$ cat config.mk
export PLATFORM = sky130hd
export DESIGN_NAME = wb_arbiter_flat
export DESIGN_NICKNAME = d
export VERILOG_FILES = /design/src/rtl/wb_arbiter_if.sv /design/src/rtl/wb_arbiter.sv /design/src/flat_wrapper.sv
export SDC_FILE = /design/constraint.sdc
export NUM_CORES = 1
export LEC_CHECK = 0
export ABC_AREA = 1
export BUFFER_PORTS_ARGS = -buffer_cell sky130_fd_sc_hd__buf_2
export CAP_MARGIN = 10
export CORE_ASPECT_RATIO = 1.75
export CORE_UTILIZATION = 58
export CTS_CLUSTER_DIAMETER = 200
export CTS_CLUSTER_SIZE = 20
export DETAILED_ROUTE_END_ITERATION = 6
export HOLD_SLACK_MARGIN = 0.1
export PLACE_DENSITY = 0.8
export SETUP_SLACK_MARGIN = 0.05
export SLEW_MARGIN = 20
export SYNTH_ARGS = -nofsm -noshare
export SYNTH_HDL_FRONTEND = slang
export SYNTH_SLANG_ARGS = --single-unit
export TNS_END_PERCENT = 1
$ cat constraint.sdc
create_clock -name clk -period 3.76 [get_ports clk]
set_input_delay 1.128 -clock clk [delete_from_list [all_inputs] [get_ports clk]]
set_output_delay 1.128 -clock clk [all_outputs]
set_load 0.02 [all_outputs]
$ cat src/rtl/wb_arbiter_if.sv
// Bus bundle for wb_arbiter: pipeline/out-of-order result inputs, scoreboard
// query/issue, and the register-file write port.
interface wb_arbiter_if #(
  parameter int unsigned DEPTH = 4
);
  localparam int unsigned CW = $clog2(DEPTH) + 1;

  logic          pipe_we;
  logic [4:0]    pipe_waddr;
  logic [31:0]   pipe_wdata;
  logic          async_valid;
  logic          async_ready;
  logic [4:0]    async_waddr;
  logic [31:0]   async_wdata;
  logic          issue_set;
  logic [4:0]    issue_addr;
  logic [4:0]    qaddr1;
  logic [4:0]    qaddr2;
  logic          busy1;
  logic          busy2;
  logic          we;
  logic [4:0]    waddr;
  logic [31:0]   wdata;
  logic          stall_req;
  logic [CW-1:0] fifo_count;

  modport slave (
    input  pipe_we, pipe_waddr, pipe_wdata,
    input  async_valid, async_waddr, async_wdata,
    input  issue_set, issue_addr, qaddr1, qaddr2,
    output async_ready, busy1, busy2,
    output we, waddr, wdata, stall_req, fifo_count
  );

  modport master (
    output pipe_we, pipe_waddr, pipe_wdata,
    output async_valid, async_waddr, async_wdata,
    output issue_set, issue_addr, qaddr1, qaddr2,
    input  async_ready, busy1, busy2,
    input  we, waddr, wdata, stall_req, fifo_count
  );
endinterface

$ cat src/rtl/wb_arbiter.sv
// Writeback arbiter: pipeline results have priority over a small in-order FIFO of
// out-of-order results; tracks pending registers and requests stalls on starvation.
module wb_arbiter #(
  parameter int unsigned DEPTH        = 4,
  parameter int unsigned STARVE_LIMIT = 3
) (
  input logic        clk,
  input logic        rst,
  wb_arbiter_if.slave bus
);
  localparam int unsigned AW = $clog2(DEPTH);
  localparam int unsigned SW = $clog2(STARVE_LIMIT + 1);

  logic [4:0]    fifo_addr [DEPTH];
  logic [31:0]   fifo_data [DEPTH];
  logic [AW-1:0] rd_ptr, wr_ptr;
  logic [AW:0]   count, count_next;
  logic [SW-1:0] starve, starve_next;
  logic [31:0]   pending, pending_next;
  logic          we_q, stall_q;
  logic [4:0]    waddr_q;
  logic [31:0]   wdata_q;

  logic          empty, full, pipe_sel, pop, push;
  logic [4:0]    head_addr;
  logic [31:0]   head_data;

  assign empty     = (count == '0);
  assign full      = (count == (AW+1)'(DEPTH));
  assign pipe_sel  = bus.pipe_we && (bus.pipe_waddr != '0);
  assign pop       = !pipe_sel && !empty;
  // A full FIFO still accepts when the head leaves in the same cycle.
  assign bus.async_ready = !full || pop;
  assign push      = bus.async_valid && bus.async_ready;
  assign head_addr = fifo_addr[rd_ptr];
  assign head_data = fifo_data[rd_ptr];

  assign count_next = count + (AW+1)'(push) - (AW+1)'(pop);

  always_comb begin
    starve_next = '0;
    if (!empty && !pop)
      starve_next = (starve == SW'(STARVE_LIMIT)) ? starve : starve + SW'(1);
  end

  // Clear for the emitted address is applied first so a same-cycle issue wins.
  always_comb begin
    pending_next = pending;
    if (pop && head_addr != '0)
      pending_next[head_addr] = 1'b0;
    if (bus.issue_set && bus.issue_addr != '0)
      pending_next[bus.issue_addr] = 1'b1;
  end

  always_ff @(posedge clk) begin
    if (push) begin
      fifo_addr[wr_ptr] <= bus.async_waddr;
      fifo_data[wr_ptr] <= bus.async_wdata;
    end
  end

  always_ff @(posedge clk or posedge rst) begin
    if (rst) begin
      rd_ptr  <= '0;
      wr_ptr  <= '0;
      count   <= '0;
      starve  <= '0;
      pending <= '0;
      we_q    <= 1'b0;
      waddr_q <= '0;
      wdata_q <= '0;
      stall_q <= 1'b0;
    end else begin
      count   <= count_next;
      starve  <= starve_next;
      pending <= pending_next;
      stall_q <= (starve_next == SW'(STARVE_LIMIT)) || (count_next == (AW+1)'(DEPTH));
      if (push)
        wr_ptr <= wr_ptr + AW'(1);
      if (pop)
        rd_ptr <= rd_ptr + AW'(1);
      if (pipe_sel) begin
        we_q    <= 1'b1;
        waddr_q <= bus.pipe_waddr;
        wdata_q <= bus.pipe_wdata;
      end else if (pop && head_addr != '0) begin
        we_q    <= 1'b1;
        waddr_q <= head_addr;
        wdata_q <= head_data;
      end else begin
        we_q    <= 1'b0;
      end
    end
  end

  assign bus.busy1      = (bus.qaddr1 != '0) && pending[bus.qaddr1];
  assign bus.busy2      = (bus.qaddr2 != '0) && pending[bus.qaddr2];
  assign bus.we         = we_q;
  assign bus.waddr      = waddr_q;
  assign bus.wdata      = wdata_q;
  assign bus.stall_req  = stall_q;
  assign bus.fifo_count = count;
endmodule

$ cat src/flat_wrapper.sv
// flat-port wrapper written by rule: the top's interface ports become plain ports
module wb_arbiter_flat 
#(
  parameter int unsigned DEPTH        = 4,
  parameter int unsigned STARVE_LIMIT = 3
)
  (clk, rst, bus_pipe_we, bus_pipe_waddr, bus_pipe_wdata, bus_async_valid, bus_async_waddr, bus_async_wdata, bus_issue_set, bus_issue_addr, bus_qaddr1, bus_qaddr2, bus_async_ready, bus_busy1, bus_busy2, bus_we, bus_waddr, bus_wdata, bus_stall_req, bus_fifo_count);
  wb_arbiter_if #(.DEPTH(DEPTH)) bus_i ();
  input logic clk;
  input logic rst;
  input wire logic [$bits(bus_i.pipe_we)-1:0] bus_pipe_we;
  input wire logic [$bits(bus_i.pipe_waddr)-1:0] bus_pipe_waddr;
  input wire logic [$bits(bus_i.pipe_wdata)-1:0] bus_pipe_wdata;
  input wire logic [$bits(bus_i.async_valid)-1:0] bus_async_valid;
  input wire logic [$bits(bus_i.async_waddr)-1:0] bus_async_waddr;
  input wire logic [$bits(bus_i.async_wdata)-1:0] bus_async_wdata;
  input wire logic [$bits(bus_i.issue_set)-1:0] bus_issue_set;
  input wire logic [$bits(bus_i.issue_addr)-1:0] bus_issue_addr;
  input wire logic [$bits(bus_i.qaddr1)-1:0] bus_qaddr1;
  input wire logic [$bits(bus_i.qaddr2)-1:0] bus_qaddr2;
  output wire logic [$bits(bus_i.async_ready)-1:0] bus_async_ready;
  output wire logic [$bits(bus_i.busy1)-1:0] bus_busy1;
  output wire logic [$bits(bus_i.busy2)-1:0] bus_busy2;
  output wire logic [$bits(bus_i.we)-1:0] bus_we;
  output wire logic [$bits(bus_i.waddr)-1:0] bus_waddr;
  output wire logic [$bits(bus_i.wdata)-1:0] bus_wdata;
  output wire logic [$bits(bus_i.stall_req)-1:0] bus_stall_req;
  output wire logic [$bits(bus_i.fifo_count)-1:0] bus_fifo_count;
  assign bus_i.pipe_we = bus_pipe_we;
  assign bus_i.pipe_waddr = bus_pipe_waddr;
  assign bus_i.pipe_wdata = bus_pipe_wdata;
  assign bus_i.async_valid = bus_async_valid;
  assign bus_i.async_waddr = bus_async_waddr;
  assign bus_i.async_wdata = bus_async_wdata;
  assign bus_i.issue_set = bus_issue_set;
  assign bus_i.issue_addr = bus_issue_addr;
  assign bus_i.qaddr1 = bus_qaddr1;
  assign bus_i.qaddr2 = bus_qaddr2;
  assign bus_async_ready = bus_i.async_ready;
  assign bus_busy1 = bus_i.busy1;
  assign bus_busy2 = bus_i.busy2;
  assign bus_we = bus_i.we;
  assign bus_waddr = bus_i.waddr;
  assign bus_wdata = bus_i.wdata;
  assign bus_stall_req = bus_i.stall_req;
  assign bus_fifo_count = bus_i.fifo_count;
  wb_arbiter #(.DEPTH(DEPTH), .STARVE_LIMIT(STARVE_LIMIT)) u_core (.clk(clk), .rst(rst), .bus(bus_i));
endmodule
==> results.toml, run 1 <==
[route]
drc = 0
via_per_inst = 5.606
wire_per_inst_um = 17.92
antenna_left = 0
routed_wl_um = 25850
first_iter_violations = 505
drt_first_pass_iters = 5
vias = 8084

[setup_path]
crit_chain = "buf_2 -> nand2_1 -> o211ai_1 -> nand2_1 -> nand2_1 -> nand2_1 -> nand2_1 -> nand2_1 -> nand2_1 -> nand2_1 -> buf_2"
end_kind = "output port"
crit_path_start_kind = "primary input"
cp_slowest_stage_delay_ns = 0.40
path_max_fanout = 33
crit_buf_inv = 2
cp_common_cell = "nand2_1"
rr_worst_depth = 10
reg2reg_slack_ns = 0.71
crit_arrival_ns = 2.36
critical_path_class = "in -> out"
slowest_stage = "buf_2"
required_ns = 2.63
r2r_start = "u_core.rd_ptr[0]"
crit_family = "simple AND/OR/NAND/NOR gates"
worst_r2r_endpoint = "u_core.bus.wdata[23]"

[logic_synthesis]
syn_nets = 1189
seq_area_frac_synth_pct = 63.11
netlist.area_leader.share_pct = 43.51
synth-seq-cells = 228
yosysUniqueCellTypes = 27
synth_area_leaders = "edfxtp_1 (44%), dfrtp_1 (20%), nand2_1 (16%)"
synth_warnings = 0
avgSynthCellArea_sq_um = 9.387
syn_area_sq_um = 10210
yosysTopAreaCell = "edfxtp_1"
netlist_instances = 1088

[min_path]
min_to = "u_core.pending[0]"
hold_class = "reg -> reg"
hold_depth = 0
hp-start = "u_core.pending[0]"

[placement]
gp_congestion = 0.9698
io_buffers = 138
place_ws_ns = 0.3280
dpl-instance-area_sq_um = 11170
dp_hpwl_um = 17170

[timing]
fin_skew_ns = 0.01498
max_slew.worst_pin.slew_ns = 1.089
rsz0062_at_grt = "false"
worst_slack_ns = 0.2766
fmax_mhz = 287.1
finalSetupViolations = 0
slew_viol_final = 0
slew_headroom_pct = 27.22
final_hold_viol_count = 0
min_period_over_period_pct = 92.64
min_period_ns = 3.483

[pwr]
p_leak_uw = 0.005212
vdd_drop_max_mv = 0.5422
power.density_nw_per_um2 = 738.0

[floorplanning]
coreArea_sq_um = 17110
dieHeight_um = 177.5
dieWidth_um = 102.3
rows = 63
start_util_pct = 59.71
die-area_sq_um = 18160
io_pins = 139

[final_layout]
multi_input_area_sq_um = 3347
nets = 1307
area_growth_pct = 13.52
postLayoutCellArea_sq_um = 11590
nFillCells = 1369
regArea_sq_um = 6447
drive_above_1_share_pct = 15.24

[clock_tree]
clk_latency_ns = 0.47
clock-sinks = 228
cts.root.buffer_cell = "clkbuf_16"
post_cts_buffers = 0
clockBufferDepth = 3
cts_buffers = 15
cts_tree = "built"
ctsHoldBuffers = 0
ctsResizeCount = 0
cts.htree.levels = 1
clk_pin_slew_ns = 0.09

[global_routing]
grt_usage_pct = 29.63
antenna_found_initial = 0
overflow = 0
grt_max_degree = 64
grt_first_pass_wirelength_um = 40080
grt_pass1_vias = 7913

[job]
drv_cap = 0

[status]
status = "finished clean"
==> state kept, by name, indices dropped and copies added, names as in the netlist, 2 cells and up <==
name / flops
u_core.fifo_data: 128
u_core.bus.wdata: 32
u_core.pending: 32
u_core.fifo_addr: 20
u_core.bus.waddr: 5
u_core.bus.fifo_count: 3
u_core.rd_ptr: 2
u_core.starve: 2
u_core.wr_ptr: 2
==> Yosys cell counts <==
library cell and n:
nand2_1 443, nand3_1 179, edfxtp_1 148, dfrtp_1 80
inv_1 49, o21ai_0 40, nor2_1 35, clkbuf_1 22
o211ai_1 17, buf_1 14, a21oi_1 11, buf_2 11
nor3_1 10, buf_4 6, ha_1 6, buf_6 3
xor2_1 3, nand2_2 2, a31oi_1 1, clkinv_1 1
fa_1 1, inv_2 1, nand3_2 1, nand3b_1 1
nand4_1 1, o21bai_2 1, o32ai_1 1
==> power breakdown <==
part / total (uW) / switching [uW] / internal (uW)
Sequential: 3750 / 340 / 3410
Clock: 1550 / 792 / 759
Combinational: 3250 / 2290 / 960
==> placed cells by master, fill, tap and decap left out, types with 4 or more instances in the layout <==
master     instances
nand2_1          442
nand3_1          179
edfxtp_1         148
buf_2            138
dfrtp_1           79
inv_1             48
o21ai_0           40
nor2_1            31
o211ai_1          17
clkbuf_16         15
buf_4             14
a21oi_1           11
nor3_1            10
clkbuf_1           9
ha_1               6
buf_12             5
nor2_4             4
==> kinds of logic after synthesis <==
group | after synthesis | share of synthesized area, %
AOI/OAI and AO/OA | 71 | 4.006
xor gates and xnor gates | 3 | 0.2573
and+or+nand+nor | 672 | 27.18
buffers and inverters | 107 | 4.508
adders and majority gates | 7 | 0.9310
DFF | 228 | 63.11
==> layer usage <==
layer / track usage [%] / vias up / part of all wire (%)
met5: 0 / - / 0
met3: 4.647 / 93 / 6.4
li1: - / 3856 / -
met4: 15.89 / 0 / 5.2
met1: 32.59 / 3794 / 35
met2: 53.61 / 341 / 54
==> metrics by stage <==
| step | TNS (ns) | instances | hold WS [ns] | total power, uW | utilization (%) |
|---|---|---|---|---|---|
| floorplan | -49.50 | 1088 | 0.4233 | 5907 | - |
| global placement | 0 | 1416 | 0.4176 | 6892 | 65.28 |
| detailed placement | 0 | 1416 | 0.4197 | 7012 | 65.28 |
| CTS | 0 | 1441 | 0.4388 | 8552 | 67.77 |
| global route | 0 | 1441 | 0.4365 | 9114 | 67.77 |
| finish | 0 | 1442 | 0.4321 | 8557 | 67.79 |
==> final cells by class <==
cell class	count	area share [%]
sequential	228	55.61
multi-input combinational	753	28.87
timing repair buffer	157	7.726
clock buffer	24	3.529
tap	227	2.450
inverter	51	1.662
clock inverter	1	0.1403
antenna	1	0.02158
==> worst max-delay path by stage <==
stage	endpoint	cells after the start	slack, ns	startpoint
floorplan	u_core.fifo_addr[0][0]	8	-0.33	bus_pipe_waddr[1]
global placement	bus_busy1	11	0.36	bus_qaddr1[0]
detailed placement	bus_busy1	11	0.33	bus_qaddr1[0]
CTS	bus_busy1	11	0.33	bus_qaddr1[0]
global route	bus_busy1	11	0.13	bus_qaddr1[0]
finish	bus_busy1	11	0.28	bus_qaddr1[0]
Note: power is estimated with default switching activity, not from simulation.
==> inputs of run 2 (changes only) <==
ABC_AREA = not set   (was 1)
CORE_UTILIZATION = 57   (was 58)
GPL_ROUTABILITY_DRIVEN = 0   (was not set)
==> results.toml, run 2 <==
[clock_tree]
post_cts_buffers = 0
ctsHoldBuffers = 0
clk_latency_ns = 0.47
cts.htree.levels = 1
clock-sinks = 227
clockBufferDepth = 3
cts_tree = "built"
clk_pin_slew_ns = 0.08
cts.root.buffer_cell = "clkbuf_16"
cts_buffers = 15

[route]
vias = 5994
via_per_inst = 6.283
routed_wl_um = 21280
route.met3.wl_um = 1029
dr_wl_met2_um = 12220
antenna_left = 0
drc = 0
wl_met1_um = 7311
drt_first_pass_iters = 5
wire_per_inst_um = 22.31
first_iter_violations = 367
maxUsedRoutingLayer = "met4"

[logic_synthesis]
avgSynthCellArea_sq_um = 15.35
yosysUniqueCellTypes = 38
seq_area_frac_synth_pct = 68.59
netlist_instances = 610
synth_common_cells = "edfxtp_1 (148), dfrtp_1 (79), o21ai_0 (69)"
synth_warnings = 0
synth_area_leaders = "edfxtp_1 (47%), dfrtp_1 (21%), mux4_2 (12%)"
netlist.area_leader.share_pct = 47.47
synthArstFlopShare_pct = 34.80
yosysTopAreaCell = "edfxtp_1"
syn_nets = 711
syn_area_sq_um = 9361
synth-main-ff-cell = "edfxtp_1"
synth.most_common_cell = "edfxtp_1"
synth_edf_count = 148
synth-seq-cells = 227

[floorplanning]
dieHeight_um = 171.5
coreArea_sq_um = 15950
die-area_sq_um = 16960
rows = 61
start_util_pct = 58.69
dieWidth_um = 98.88
io_pins = 139

[timing]
rsz0062_at_grt = "true"
final_hold_viol_count = 0
slew_viol_final = 0
min_period_over_period_pct = 96.77
slew_headroom_pct = 53.15
min_period_ns = 3.639
worst_slack_ns = 0.1214
finalSetupViolations = 0
max_slew.worst_pin.slew_ns = 0.7028
fmax_mhz = 274.8
fin_skew_ns = 0.01237

[final_layout]
largest_reg_flops = 128
drive_above_1_share_pct = 31.41
largest-register = "u_core.fifo_data"
final_common_cell = "edfxtp_1"
final_cell_mix = "edfxtp_1 (148), buf_2 (135), dfrtp_1 (77)"
nets = 856
postLayoutCellArea_sq_um = 10820
area_growth_pct = 15.53
utilization_pct = 67.80

[setup_path]
cp_slowest_stage_delay_ns = 0.51
worst_r2r_endpoint = "u_core.bus.wdata[15]"
critical_path_class = "in -> out"
cp.depth = 6
cp_common_cell = "mux4_2"
r2r_start = "u_core.rd_ptr[0]"
crit_chain = "buf_8 -> mux4_2 -> mux4_2 -> nand2_1 -> o21ai_0 -> buf_4"
crit_arrival_ns = 2.51
end_kind = "output port"
rr_worst_depth = 6
path_max_fanout = 5
crit_end = "bus_busy2"
crit_family = "multiplexers"
reg2reg_slack_ns = 0.71
crit_path_start_kind = "primary input"
slowest_stage = "mux4_2"
required_ns = 2.63
crit_buf_inv = 2
crit_start = "bus_qaddr2[0]"

[status]
status = "finished clean"

[placement]
dpl-instance-area_sq_um = 10350
dp_hpwl_um = 14750
place_ws_ns = -0.04118
io_buffers = 138

[global_routing]
grt_usage_pct = 25.83
grt_pass1_vias = 6451
grt_first_pass_wirelength_um = 32860
overflow = 0
antenna_found_initial = 1
grt_max_degree = 38

[pwr]
power.density_nw_per_um2 = 763.1
p_leak_uw = 0.004050
power_uw = 8253
vdd_drop_max_mv = 0.5285

[min_path]
hold_class = "reg -> reg"
hold_depth = 2

[job]
drv_cap = 0
run 2: cell count changes after synthesis, sizes merged, moves of 12 or more:
| cell | before | now |
|---|---|---|
| a21oi | 11 | 64 |
| o21ai | 40 | 72 |
| o211ai | 17 | 0 |
| mux4 | 0 | 53 |
| nand2 | 445 | 48 |
| buf | 34 | 17 |
| inv | 50 | 8 |
| nor2 | 35 | 47 |
| nand3 | 180 | 4 |
run 2: kinds of logic after synthesis:
family | count (synthesis) | synth area share [%]
mux | 60 | 13.66
simple gates | 129 | 6.148
fa+ha+maj | 7 | 1.016
flops | 227 | 68.59
compound gates | 145 | 8.193
buf+inv | 37 | 1.924
xor+xnor | 5 | 0.4678
run 2: worst min path at each step:
| stage | slack (ns) | from | end |
|---|---|---|---|
| final | 0.51 | u_core.bus.wdata[16] | u_core.bus.wdata[16] |
| after global routing | 0.53 | u_core.bus.wdata[23] | u_core.bus.wdata[23] |
| after CTS | 0.52 | u_core.bus.wdata[16] | u_core.bus.wdata[16] |
| after detailed placement | 0.51 | u_core.bus.wdata[16] | u_core.bus.wdata[16] |
| after global placement | 0.50 | u_core.bus.wdata[17] | u_core.bus.wdata[17] |
| after floorplan | 0.47 | u_core.pending[5] | u_core.pending[5] |
run 2: through the flow:
stage | setup TNS, ns | instances | hold slack [ns]
after floorplan | -0.01752 | 610 | 0.4716
after global placement | 0 | 927 | 0.4997
after detailed placement | -0.05191 | 927 | 0.5065
after CTS | 0 | 953 | 0.5173
after global routing | 0 | 954 | 0.5316
final | 0 | 954 | 0.5124
run 2: what timing repair did:
item	in CTS	in global routing
pin swaps	0	2
gates resized for setup	3	8
setup endpoints to repair	2	2
run 2: routing by layer:
metal | vias up | track usage (%)
li1 | 2619 | -
met1 | 3048 | 28.34
met2 | 261 | 49.56
met3 | 66 | 2.804
met4 | 0 | 11.88
met5 | - | 0
run 2: worst reg2reg max path: stages, from the launching register on:
cell     delay, ns
dfrtp_2       0.48
mux4_1        0.73
or3_1         0.53
o21a_1        0.48
buf_4         0.34
a21oi_1       0.26
a21oi_1       0.10
run 2: report_power, final:
part           internal [uW]  switching (uW)  leakage [uW]
combinational           1230            1660       0.00156
clock                    767             785      0.000207
sequential              3410             405       0.00229
total                   5410            2850       0.00405
run 2: layout make-up:
class,count,area [sq um]
inverters,8,31.28
clock inverters,2,25.02
fillers,1086,5136
multi-input cells,346,2778
well taps,189,236.5
clock buffers,24,409.1
diodes,1,2.502
repair buffers,157,909.6
flip-flops and latches,227,6424
